`config.mk`:
```
export PLATFORM = sky130hd
export DESIGN_NAME = onchip_mem_stream_reader_flat
export DESIGN_NICKNAME = d
export VERILOG_FILES = /design/src/rtl/onchip_mem_stream_reader_pkg.sv /design/src/rtl/onchip_mem_stream_reader_if.sv /design/src/rtl/onchip_mem_stream_reader_fifo.sv /design/src/rtl/onchip_mem_stream_reader.sv /design/src/flat_wrapper.sv
export SDC_FILE = /design/constraint.sdc
export NUM_CORES = 1
export LEC_CHECK = 0
export ABC_AREA = 1
export CORE_MARGIN = 3
export CORE_UTILIZATION = 53
export DETAILED_ROUTE_END_ITERATION = 6
export PLACE_DENSITY = 0.89
export SETUP_SLACK_MARGIN = 0.5
export SLEW_MARGIN = 0
export SYNTH_ARGS = -nofsm -noshare
export SYNTH_HDL_FRONTEND = slang
export SYNTH_SLANG_ARGS = --single-unit
```
`constraint.sdc`:
```
create_clock -name clk -period 4.4 [get_ports clk]
set_input_delay 0.66 -clock clk [delete_from_list [all_inputs] [get_ports clk]]
set_output_delay 0.66 -clock clk [all_outputs]
set_load 0.05 [all_outputs]
```
`src/rtl/onchip_mem_stream_reader_pkg.sv`:
```
// Shared types and default widths for the on-chip memory stream reader.
// No ports: holds the FSM state enum, default widths and the checksum lane width.
package onchip_mem_reader_pkg;

    localparam int DEF_ADDR_W = 13;
    localparam int DEF_DATA_W = 128;
    localparam int LANE_W     = 32;

    typedef enum logic [1:0] {
        IDLE,
        ISSUE,
        DRAIN,
        DONE
    } state_t;

endpackage

```
`src/rtl/onchip_mem_stream_reader_if.sv`:
```
// Bus bundle between the reader and its environment.
// It carries the Avalon-MM read port toward the RAM (mem_*) and the
// Avalon-ST output stream (st_*). The master modport is the reader side,
// and the slave modport is the RAM/consumer side.
interface onchip_mem_stream_reader_if #(
    parameter int ADDR_W = onchip_mem_reader_pkg::DEF_ADDR_W,
    parameter int DATA_W = onchip_mem_reader_pkg::DEF_DATA_W
);

    logic [ADDR_W-1:0]   mem_address;
    logic                mem_chipselect;
    logic                mem_write;
    logic [DATA_W/8-1:0] mem_byteenable;
    logic [DATA_W-1:0]   mem_writedata;
    logic                mem_clken;
    logic [DATA_W-1:0]   mem_readdata;

    logic [DATA_W-1:0]   st_data;
    logic                st_valid;
    logic                st_ready;
    logic                st_sop;
    logic                st_eop;

    modport master (
        output mem_address, mem_chipselect, mem_write,
        output mem_byteenable, mem_writedata, mem_clken,
        input  mem_readdata,
        output st_data, st_valid, st_sop, st_eop,
        input  st_ready
    );

    modport slave (
        input  mem_address, mem_chipselect, mem_write,
        input  mem_byteenable, mem_writedata, mem_clken,
        output mem_readdata,
        input  st_data, st_valid, st_sop, st_eop,
        output st_ready
    );

endinterface

```
`src/rtl/onchip_mem_stream_reader_fifo.sv`:
```
// First-word-fall-through FIFO with an occupancy count output.
// Ports: clk, reset_n (async active-low), wr_en/wr_data, rd_en, rd_data
// (the head word), empty, and count (0..DEPTH). DEPTH must be a power of two.
module mem_reader_fifo #(
    parameter int WIDTH = 128,
    parameter int DEPTH = 4
) (
    input  logic                     clk,
    input  logic                     reset_n,
    input  logic                     wr_en,
    input  logic [WIDTH-1:0]         wr_data,
    input  logic                     rd_en,
    output logic [WIDTH-1:0]         rd_data,
    output logic                     empty,
    output logic [$clog2(DEPTH):0]   count
);

    localparam int PW = $clog2(DEPTH);

    logic [WIDTH-1:0] mem [DEPTH];
    logic [PW-1:0]    wr_ptr;
    logic [PW-1:0]    rd_ptr;

    always_ff @(posedge clk) begin
        if (wr_en) mem[wr_ptr] <= wr_data;
    end

    always_ff @(posedge clk or negedge reset_n) begin
        if (!reset_n) begin
            wr_ptr <= '0;
            rd_ptr <= '0;
            count  <= '0;
        end else begin
            if (wr_en) wr_ptr <= wr_ptr + 1'b1;
            if (rd_en) rd_ptr <= rd_ptr + 1'b1;
            // A write and a read in the same cycle leave the count unchanged.
            unique case ({wr_en, rd_en})
                2'b10:   count <= count + 1'b1;
                2'b01:   count <= count - 1'b1;
                default: ;
            endcase
        end
    end

    assign rd_data = mem[rd_ptr];
    assign empty   = (count == '0);

endmodule

```
`src/rtl/onchip_mem_stream_reader.sv`:
```
// Avalon-MM read master that streams a contiguous run of RAM words out on Avalon-ST.
// Ports: clk, reset_n, start/base_addr/num_words, busy, done, bus (master
// modport of mem_* and st_*). With MEM_READER_CHECKSUM_EN it also has a
// 32-bit checksum output.
module onchip_mem_stream_reader
    import onchip_mem_reader_pkg::*;
#(
    parameter int ADDR_W       = DEF_ADDR_W,
    parameter int DATA_W       = DEF_DATA_W,
    parameter int READ_LATENCY = 1,
    parameter int FIFO_DEPTH   = 4
) (
    input  logic              clk,
    input  logic              reset_n,
    input  logic              start,
    input  logic [ADDR_W-1:0] base_addr,
    input  logic [ADDR_W:0]   num_words,
    output logic              busy,
    output logic              done,
`ifdef MEM_READER_CHECKSUM_EN
    output logic [31:0]       checksum,
`endif
    onchip_mem_stream_reader_if.master bus
);

    localparam int CW = $clog2(FIFO_DEPTH);

    state_t                  state, state_d;
    logic                    issue;
    logic                    credit;
    logic [7:0]              in_flight;
    logic                    cs_q;
    logic [ADDR_W-1:0]       addr_out;
    logic [ADDR_W-1:0]       addr_q;
    logic [ADDR_W-1:0]       issue_addr;
    logic [ADDR_W:0]         issue_left;
    logic [ADDR_W:0]         beats_left;
    logic                    first_q;
    logic [READ_LATENCY-1:0] vld_sr;
    logic [CW:0]             fifo_count;
    logic                    fifo_empty;
    logic [DATA_W-1:0]       fifo_rd;
    logic [DATA_W-1:0]       st_data;
    logic                    st_valid;
    logic                    pop;

    // Reads that are on the bus now or still in the slave pipeline.
    always_comb begin
        in_flight = 8'(cs_q);
        for (int i = 0; i < READ_LATENCY; i++) begin
            in_flight = in_flight + 8'(vld_sr[i]);
        end
    end

    assign credit = (in_flight + 8'(fifo_count)) < 8'(FIFO_DEPTH);

    // The first read goes out on the start edge itself, from base_addr.
    assign issue_addr = (state == IDLE) ? base_addr : addr_q;

    always_comb begin
        state_d = state;
        issue   = 1'b0;
        unique case (state)
            IDLE: begin
                if (start) begin
                    issue   = (num_words != '0);
                    state_d = issue ? ISSUE : DONE;
                end
            end
            ISSUE: begin
                issue = credit && (issue_left != '0);
                if (issue_left == '0 ||
                    (issue && issue_left == (ADDR_W+1)'(1)))
                    state_d = DRAIN;
            end
            DRAIN: begin
                if (beats_left == '0) state_d = DONE;
            end
            DONE:    state_d = IDLE;
            default: state_d = IDLE;
        endcase
    end

    always_ff @(posedge clk or negedge reset_n) begin
        if (!reset_n) begin
            state      <= IDLE;
            cs_q       <= 1'b0;
            addr_out   <= '0;
            addr_q     <= '0;
            issue_left <= '0;
            beats_left <= '0;
            first_q    <= 1'b0;
            vld_sr     <= '0;
        end else begin
            state  <= state_d;
            cs_q   <= issue;
            vld_sr <= (vld_sr << 1) | READ_LATENCY'(cs_q);
            if (issue) begin
                addr_out <= issue_addr;
                addr_q   <= issue_addr + 1'b1;
            end
            if (state == IDLE && start) begin
                issue_left <= num_words - (ADDR_W+1)'(issue);
                beats_left <= num_words;
                first_q    <= 1'b1;
            end else begin
                if (issue) issue_left <= issue_left - 1'b1;
                if (pop) begin
                    beats_left <= beats_left - 1'b1;
                    first_q    <= 1'b0;
                end
            end
        end
    end

    mem_reader_fifo #(
        .WIDTH (DATA_W),
        .DEPTH (FIFO_DEPTH)
    ) u_fifo (
        .clk     (clk),
        .reset_n (reset_n),
        .wr_en   (vld_sr[READ_LATENCY-1]),
        .wr_data (bus.mem_readdata),
        .rd_en   (pop),
        .rd_data (fifo_rd),
        .empty   (fifo_empty),
        .count   (fifo_count)
    );

    assign st_valid = !fifo_empty;
    // Gate the head word so the payload reads zero whenever nothing is offered.
    assign st_data  = st_valid ? fifo_rd : '0;
    assign pop      = st_valid && bus.st_ready;

    assign busy = (state == ISSUE) || (state == DRAIN);
    assign done = (state == DONE);

    assign bus.mem_address    = addr_out;
    assign bus.mem_chipselect = cs_q;
    assign bus.mem_write      = 1'b0;
    assign bus.mem_byteenable = '1;
    assign bus.mem_writedata  = '0;
    assign bus.mem_clken      = 1'b1;
    assign bus.st_data        = st_data;
    assign bus.st_valid       = st_valid;
    assign bus.st_sop         = st_valid && first_q;
    assign bus.st_eop         = st_valid && (beats_left == (ADDR_W+1)'(1));

`ifdef MEM_READER_CHECKSUM_EN
    logic [LANE_W-1:0] lane_sum;

    always_comb begin
        lane_sum = '0;
        for (int i = 0; i < DATA_W / LANE_W; i++) begin
            lane_sum = lane_sum + st_data[i*LANE_W +: LANE_W];
        end
    end

    always_ff @(posedge clk or negedge reset_n) begin
        if (!reset_n)                  checksum <= '0;
        else if (state == IDLE && start) checksum <= '0;
        else if (pop)                  checksum <= checksum + lane_sum;
    end
`endif

endmodule

```
`src/flat_wrapper.sv`:
```
// flat-port wrapper written by rule: the top's interface ports become plain ports
module onchip_mem_stream_reader_flat import onchip_mem_reader_pkg::*;
#(
    parameter int ADDR_W       = DEF_ADDR_W,
    parameter int DATA_W       = DEF_DATA_W,
    parameter int READ_LATENCY = 1,
    parameter int FIFO_DEPTH   = 4
)
  (clk, reset_n, start, base_addr, num_words, busy, done, bus_mem_address, bus_mem_chipselect, bus_mem_write, bus_mem_byteenable, bus_mem_writedata, bus_mem_clken, bus_mem_readdata, bus_st_data, bus_st_valid, bus_st_sop, bus_st_eop, bus_st_ready);
  onchip_mem_stream_reader_if #(.ADDR_W(ADDR_W), .DATA_W(DATA_W)) bus_i ();
  input  logic clk;
  input  logic reset_n;
  input  logic start;
  input  logic [ADDR_W-1:0] base_addr;
  input  logic [ADDR_W:0] num_words;
  output logic busy;
  output logic done;
  output wire logic [$bits(bus_i.mem_address)-1:0] bus_mem_address;
  output wire logic [$bits(bus_i.mem_chipselect)-1:0] bus_mem_chipselect;
  output wire logic [$bits(bus_i.mem_write)-1:0] bus_mem_write;
  output wire logic [$bits(bus_i.mem_byteenable)-1:0] bus_mem_byteenable;
  output wire logic [$bits(bus_i.mem_writedata)-1:0] bus_mem_writedata;
  output wire logic [$bits(bus_i.mem_clken)-1:0] bus_mem_clken;
  input wire logic [$bits(bus_i.mem_readdata)-1:0] bus_mem_readdata;
  output wire logic [$bits(bus_i.st_data)-1:0] bus_st_data;
  output wire logic [$bits(bus_i.st_valid)-1:0] bus_st_valid;
  output wire logic [$bits(bus_i.st_sop)-1:0] bus_st_sop;
  output wire logic [$bits(bus_i.st_eop)-1:0] bus_st_eop;
  input wire logic [$bits(bus_i.st_ready)-1:0] bus_st_ready;
  assign bus_mem_address = bus_i.mem_address;
  assign bus_mem_chipselect = bus_i.mem_chipselect;
  assign bus_mem_write = bus_i.mem_write;
  assign bus_mem_byteenable = bus_i.mem_byteenable;
  assign bus_mem_writedata = bus_i.mem_writedata;
  assign bus_mem_clken = bus_i.mem_clken;
  assign bus_i.mem_readdata = bus_mem_readdata;
  assign bus_st_data = bus_i.st_data;
  assign bus_st_valid = bus_i.st_valid;
  assign bus_st_sop = bus_i.st_sop;
  assign bus_st_eop = bus_i.st_eop;
  assign bus_i.st_ready = bus_st_ready;
  onchip_mem_stream_reader #(.ADDR_W(ADDR_W), .DATA_W(DATA_W), .READ_LATENCY(READ_LATENCY), .FIFO_DEPTH(FIFO_DEPTH)) u_core (.clk(clk), .reset_n(reset_n), .start(start), .base_addr(base_addr), .num_words(num_words), .busy(busy), .done(done), .bus(bus_i));
endmodule
```
-- After elaboration in Yosys (flattened, before gate mapping)
Memory sizes are Yosys's and may differ from the RTL's.
Cells that the tools add are included.
- register bits: 66
- bits in writable memories: 512
- input bits: 159
- output and inout bits: 293
- word-level logic and storage cells: 70
- memories kept: 1
- memories (name ; words ; width ; rd ports ; clocked after Yosys merged registers in ; wr ports ; RTL line ; RTL):
    u_core.u_fifo.mem ; 4 ; 128 ; 1 ; 0 ; 1 ; onchip_mem_stream_reader_fifo.sv:20 ; logic [WIDTH-1:0] mem [DEPTH];
- add/sub/neg operators: 10
- magnitude comparators: 1
- equal/unequal tests: 10
- multiplexer cells: 18
- reductions and logical operators: 19
- operators by type and width (cell ; count):
    two-way mux 128 bit ; 1
    two-way mux 14 bit ; 4
    equality test 14 x 1 -> 1 bit (second input constant) ; 2
    zero test 14 bit ; 2
    nonzero test 14 bit ; 2
    subtractor 14 x 1 -> 14 bit (second input constant) ; 2
    subtractor 14 x 1 -> 14 bit ; 1
    adder 13 x 1 -> 13 bit (second input constant) ; 1
    two-way mux 13 bit ; 1
    adder 8 x 3 -> 8 bit ; 1
    < comparator 8 x 3 -> 1 bit (second input constant) ; 1
    two-way mux 2 bit ; 4
    case mux 2 bit (4 select lines) ; 1
    equality test 2 bit (second input constant) ; 3
    logical AND 1 bit ; 6
    case mux 3 bit (2 select lines) ; 1
    nonzero test 2 bit ; 3
    two-way mux 1 bit ; 5
    adder 2 x 1 -> 2 bit (second input constant) ; 2
    equality test 2 x 1 -> 1 bit (second input constant) ; 2
    inequality test 2 x 1 -> 1 bit (second input constant) ; 2
    adder 3 x 1 -> 3 bit (second input constant) ; 1
    zero test 3 bit ; 1
    AND reduction 3 bit ; 1
    other kinds (7) ; 8

-- Logic depth before layout (Yosys ltp)
- depth in word-level cells: 8
- depth in mapped cells: 18
- mapped depth without buffers: 17

-- By module
Synthesis repeated with hierarchy kept, for this count alone.
- cell total of the unflattened synthesis: 2568
- area total of the unflattened synthesis: 27118.5 um2
- by module, submodules not included (module ; instances ; cells each ; area each (um2) ; sequential area each (um2)):
    mem_reader_fifo ; 1 ; 1541 ; 20865.0 ; 15549.9
    onchip_mem_stream_reader ; 1 ; 1027 ; 6253.5 ; 1476.4

-- Least setup slack after synthesis
OpenSTA, ideal clock, no wires.
- path type: reg2reg
- from: register u_core.u_fifo.wr_ptr[0]
- to: memory u_core.u_fifo.mem[0][0] (enable)
- library setup time: 0.481 ns
- arrival: 3.158 ns
- data required time: 3.919 ns
- setup slack: 0.761 ns
- cell stages (with the launch flop): 5
- buffers on the path: 0
- clock period less this slack: 3.639 ns
- path through: dfrtp_1 -> inv_1 -> ha_1 -> nand2_1 -> inv_1
- RTL lines (element ; RTL line ; RTL):
    start: declaration ; onchip_mem_stream_reader_fifo.sv:21 ; logic [PW-1:0] wr_ptr;
    start signal: assignment ; onchip_mem_stream_reader_fifo.sv:34 ; if (wr_en) wr_ptr <= wr_ptr + 1'b1;
    end: declaration ; onchip_mem_stream_reader_fifo.sv:20 ;
No word-level cell before the write port.

-- Final worst setup path
- from: register u_core.u_fifo.rd_ptr[0]
- to: output port bus_st_data[73]
- cells in the longest elaborated chain, start to end: 2
- ends and longest elaborated chain (element ; RTL line ; RTL):
    start: declaration ; onchip_mem_stream_reader_fifo.sv:22 ; logic [PW-1:0] rd_ptr;
    start signal: assignment ; onchip_mem_stream_reader_fifo.sv:35 ; if (rd_en) rd_ptr <= rd_ptr + 1'b1;
    memory read (4 x 128 bit) ; n/a ;
    two-way mux 128 bit ; onchip_mem_stream_reader.sv:132 ; assign st_data = st_valid ? fifo_rd : '0;
    end: declaration ; flat_wrapper.sv:25 ; output wire logic [$bits(bus_i.st_data)-1:0] bus_st_data;
No other way between the ends.

==> run summary <==
CTS Hold Bufs - 0
Max Slew Vio Count - 0
Total wire length - 64000 um
Worst hold path type - in -> async
R2R setup slack - 1360 ps
Synthesis Warnings - 0
Post-synthesis sequential area ratio - 67.9%
# IOs - 452
H-tree Lvls - 2
CTS tree - yes
Syn Inst Count - 2281
Startpoint types - register
Syn Area/Cell - 11.0 um^2
R2r worst-path depth - 16
Post-detailed-route count of antenna-violating nets - 0
Layout Nets - 2733
Crit path max fanout - 124
Yosys cell types - 39
CTS buffer count - 57
Crit path kind - reg -> out
P&R area growth vs syn - 19.8%
Leak pwr - 0.0111 uW
Clock Skew - 33.0 ps
Cell area after synthesis - 25100 um^2
R2R Path End - u_core.issue_left[6]
Initial DRC Count - 1991
Final Cycle Share - 86.6%
Max Cap Violations - 0
Clk buf depth - 3
Core footprint - 46700 um^2
Pin count of the biggest net entering global routing - 134
Total die area - 50000 um^2
Routability congestion estimate - 0.882
Global route overflow - 0
Antenna violations before repair - 7
Reg clk slew, reported paths - 60 ps
Slowest cell on crit path - clkdlybuf4s50_1
Post-route minimum period - 3810 ps
# rows - 79
Detailed-route via count - 17800
Crit. End Element - output pin
Hpwl dp - 39500 um
Number of global-route vias before repair - 17500
Max stage delay on crit path - 840 ps
Final Setup Violations - 0
Initial Utilization - 53.8%
DRT Pass-1 Iters - 6
Via/cell ratio - 5.57
Post-synthesis register bit count - 578
First-pass GRT wire length - 97200 um
Req. time, crit path - 3740 ps
Slew HR - 38.4%
DRC violations left - 0
Setup repair after global routing missed its margin - true
Fmax - 0.262 GHz
Clock sink count - 578
Clk_lat worst skew - 620 ps
Arrival @ worst endpoint - 3150 ps
Die Wd - 224 um
Run status - finished, final reports clean
Setup tns final - 0 ps
DR WL/cell - 20.0 um
Worst R2R Start - u_core.bus.mem_chipselect
Root Buffer - clkbuf_16
Share of layout cells above drive strength 1 - 4.98%
Most frequent cells in the layout - nor2_1 (574), edfxtp_1 (512), o21ai_0 (296)
Crit path to - bus_st_data[73]
Final hold violation count - 0
Max IR drop VDD - 0.805 mV
Hold WS - 55.1 ps
Worst Tran Pin Value - 925 ps
Tot GR Track Use - 24.9%
CP startpoint - u_core.u_fifo.rd_ptr[0]
Crit-path cells - buf_12 > nor2_1 > nor2_1 > o21ai_0 > a21oi_1 > clkdlybuf4s50_1
Input/output buffers - 305
Pwr dens - 855 nW/um^2
Fillers - 3293
Most used cell, CP - nor2_1
Die height - 224 um
Most common cell after layout, fill and taps aside - nor2_1
-- flip-flops by register name (all words and copies together), names as in the netlist --
signal,count
u_core.u_fifo.mem,512
u_core.beats_left,14
u_core.issue_left,14
u_core.addr_q,13
u_core.bus.mem_address,13
u_core.u_fifo.count,3
u_core.state,2
u_core.u_fifo.rd_ptr,2
u_core.u_fifo.wr_ptr,2
u_core.bus.mem_chipselect,1
u_core.first_q,1
u_core.vld_sr,1
-- worst min path at each step --
stage	start	endpoint	cells past startpoint
5_1_grt	reset_n	u_core.beats_left[0]	1
6_report	reset_n	u_core.beats_left[0]	1
3_5_place_dp	u_core.bus.mem_address[6]	u_core.bus.mem_address[6]	2
2_1_floorplan	reset_n	u_core.addr_q[0]	0
3_3_place_gp	u_core.addr_q[1]	u_core.addr_q[1]	2
4_1_cts	reset_n	u_core.beats_left[4]	1
-- stage by stage --
step	utilization (%)	area [um^2]	instances	total power (uW)	worst slack, ps
CTS	64.2	30000	3199	25700	500
global placement	60.4	28200	3103	20600	1060
detailed placement	60.4	28200	3103	21000	1040
global route	64.4	30000	3202	26900	480
finish	64.4	30000	3203	25700	589
floorplan	-	25600	2425	16800	761
-- power by group --
group,internal (uW),switching [uW]
Clock,2610,2030
Sequential,7360,477
Combinational,3740,9460
Total,13700,12000
-- logic make-up (layout without fill, tap and decap cells) --
group / Yosys count / after routing / synth area share (%)
compound gates: 452 / 452 / 9.15
buf+inv: 334 / 501 / 7.52
flops: 578 / 578 / 67.9
fa+ha+maj: 19 / 19 / 0.978
other cells: 2 / 150 / 0.0299
xor+xnor: 19 / 19 / 0.664
simple gates: 876 / 876 / 13.7
mux: 1 / 1 / 0.0399
-- metal layers --
metal | routed length (um) | GRT usage (%)
met5 | 34 | 0
met4 | 2010 | 9.37
met3 | 6160 | 6.05
met2 | 32600 | 43.6
met1 | 23100 | 29.9
-- worst max-delay path, delay by kind of cell (launching register included) --
kind | cells | cell delay (ps)
buf+inv | 2 | 1230
flops | 1 | 500
compound gates | 2 | 340
simple gates | 2 | 280
-- timing repair --
item | in CTS | in global routing
gates resized for setup | 2 | 19
setup endpoints to repair | 65 | 20
buffers inserted | 0 | 0
-- final cells by class --
class                      instances  area (um^2)  share of cell area, %
tap                              607          759                   2.53
sequential                       578        17000                   56.7
clock inverter                    29          312                   1.04
multi-input combinational       1513         6710                   22.3
inverter                          74          323                   1.07
antenna                            4         10.0                 0.0333
timing repair buffer             331         3430                   11.4
clock buffer                      67         1460                   4.87
-- cells in the mapped netlist --
cell      count  area, um^2
clkbuf_1     70         263
xor2_1       13         114
nor2_1      574        2150
fa_1          1        20.0
buf_1         1        3.75
o21bai_1      2        15.0
nor2_4        2        22.5
nor3_1        3        15.0
a31oi_1       1        6.26
nand2_4       1        11.3
nor2_2        3        18.8
conb_1        2        7.51
nand4_1       6        37.5
nand2_2       4        25.0
o21ai_1       1        5.00
o22ai_1       4        25.0
dfrtp_1      66        1650
buf_4       147        1100
nor4_1        1        6.26
inv_1        70         263
nand3_1      61         305
edfxtp_1    512       15400
mux2i_1       1        10.0
buf_6         4        45.0
clkinv_2      1        5.00
inv_2         2        7.51
inv_4         1        6.26
or2_2         3        18.8
o211ai_1      5        37.5
nand2_1     216         811
o221ai_1      2        17.5
nand3_2       1        10.0
a21oi_1     140         701
and2_1        1        6.26
xnor2_1       6        52.6
a21boi_0      1        7.51
o21ai_0     296        1480
buf_2        38         190
ha_1         18         225
Note: power is estimated with default switching activity, not from simulation.
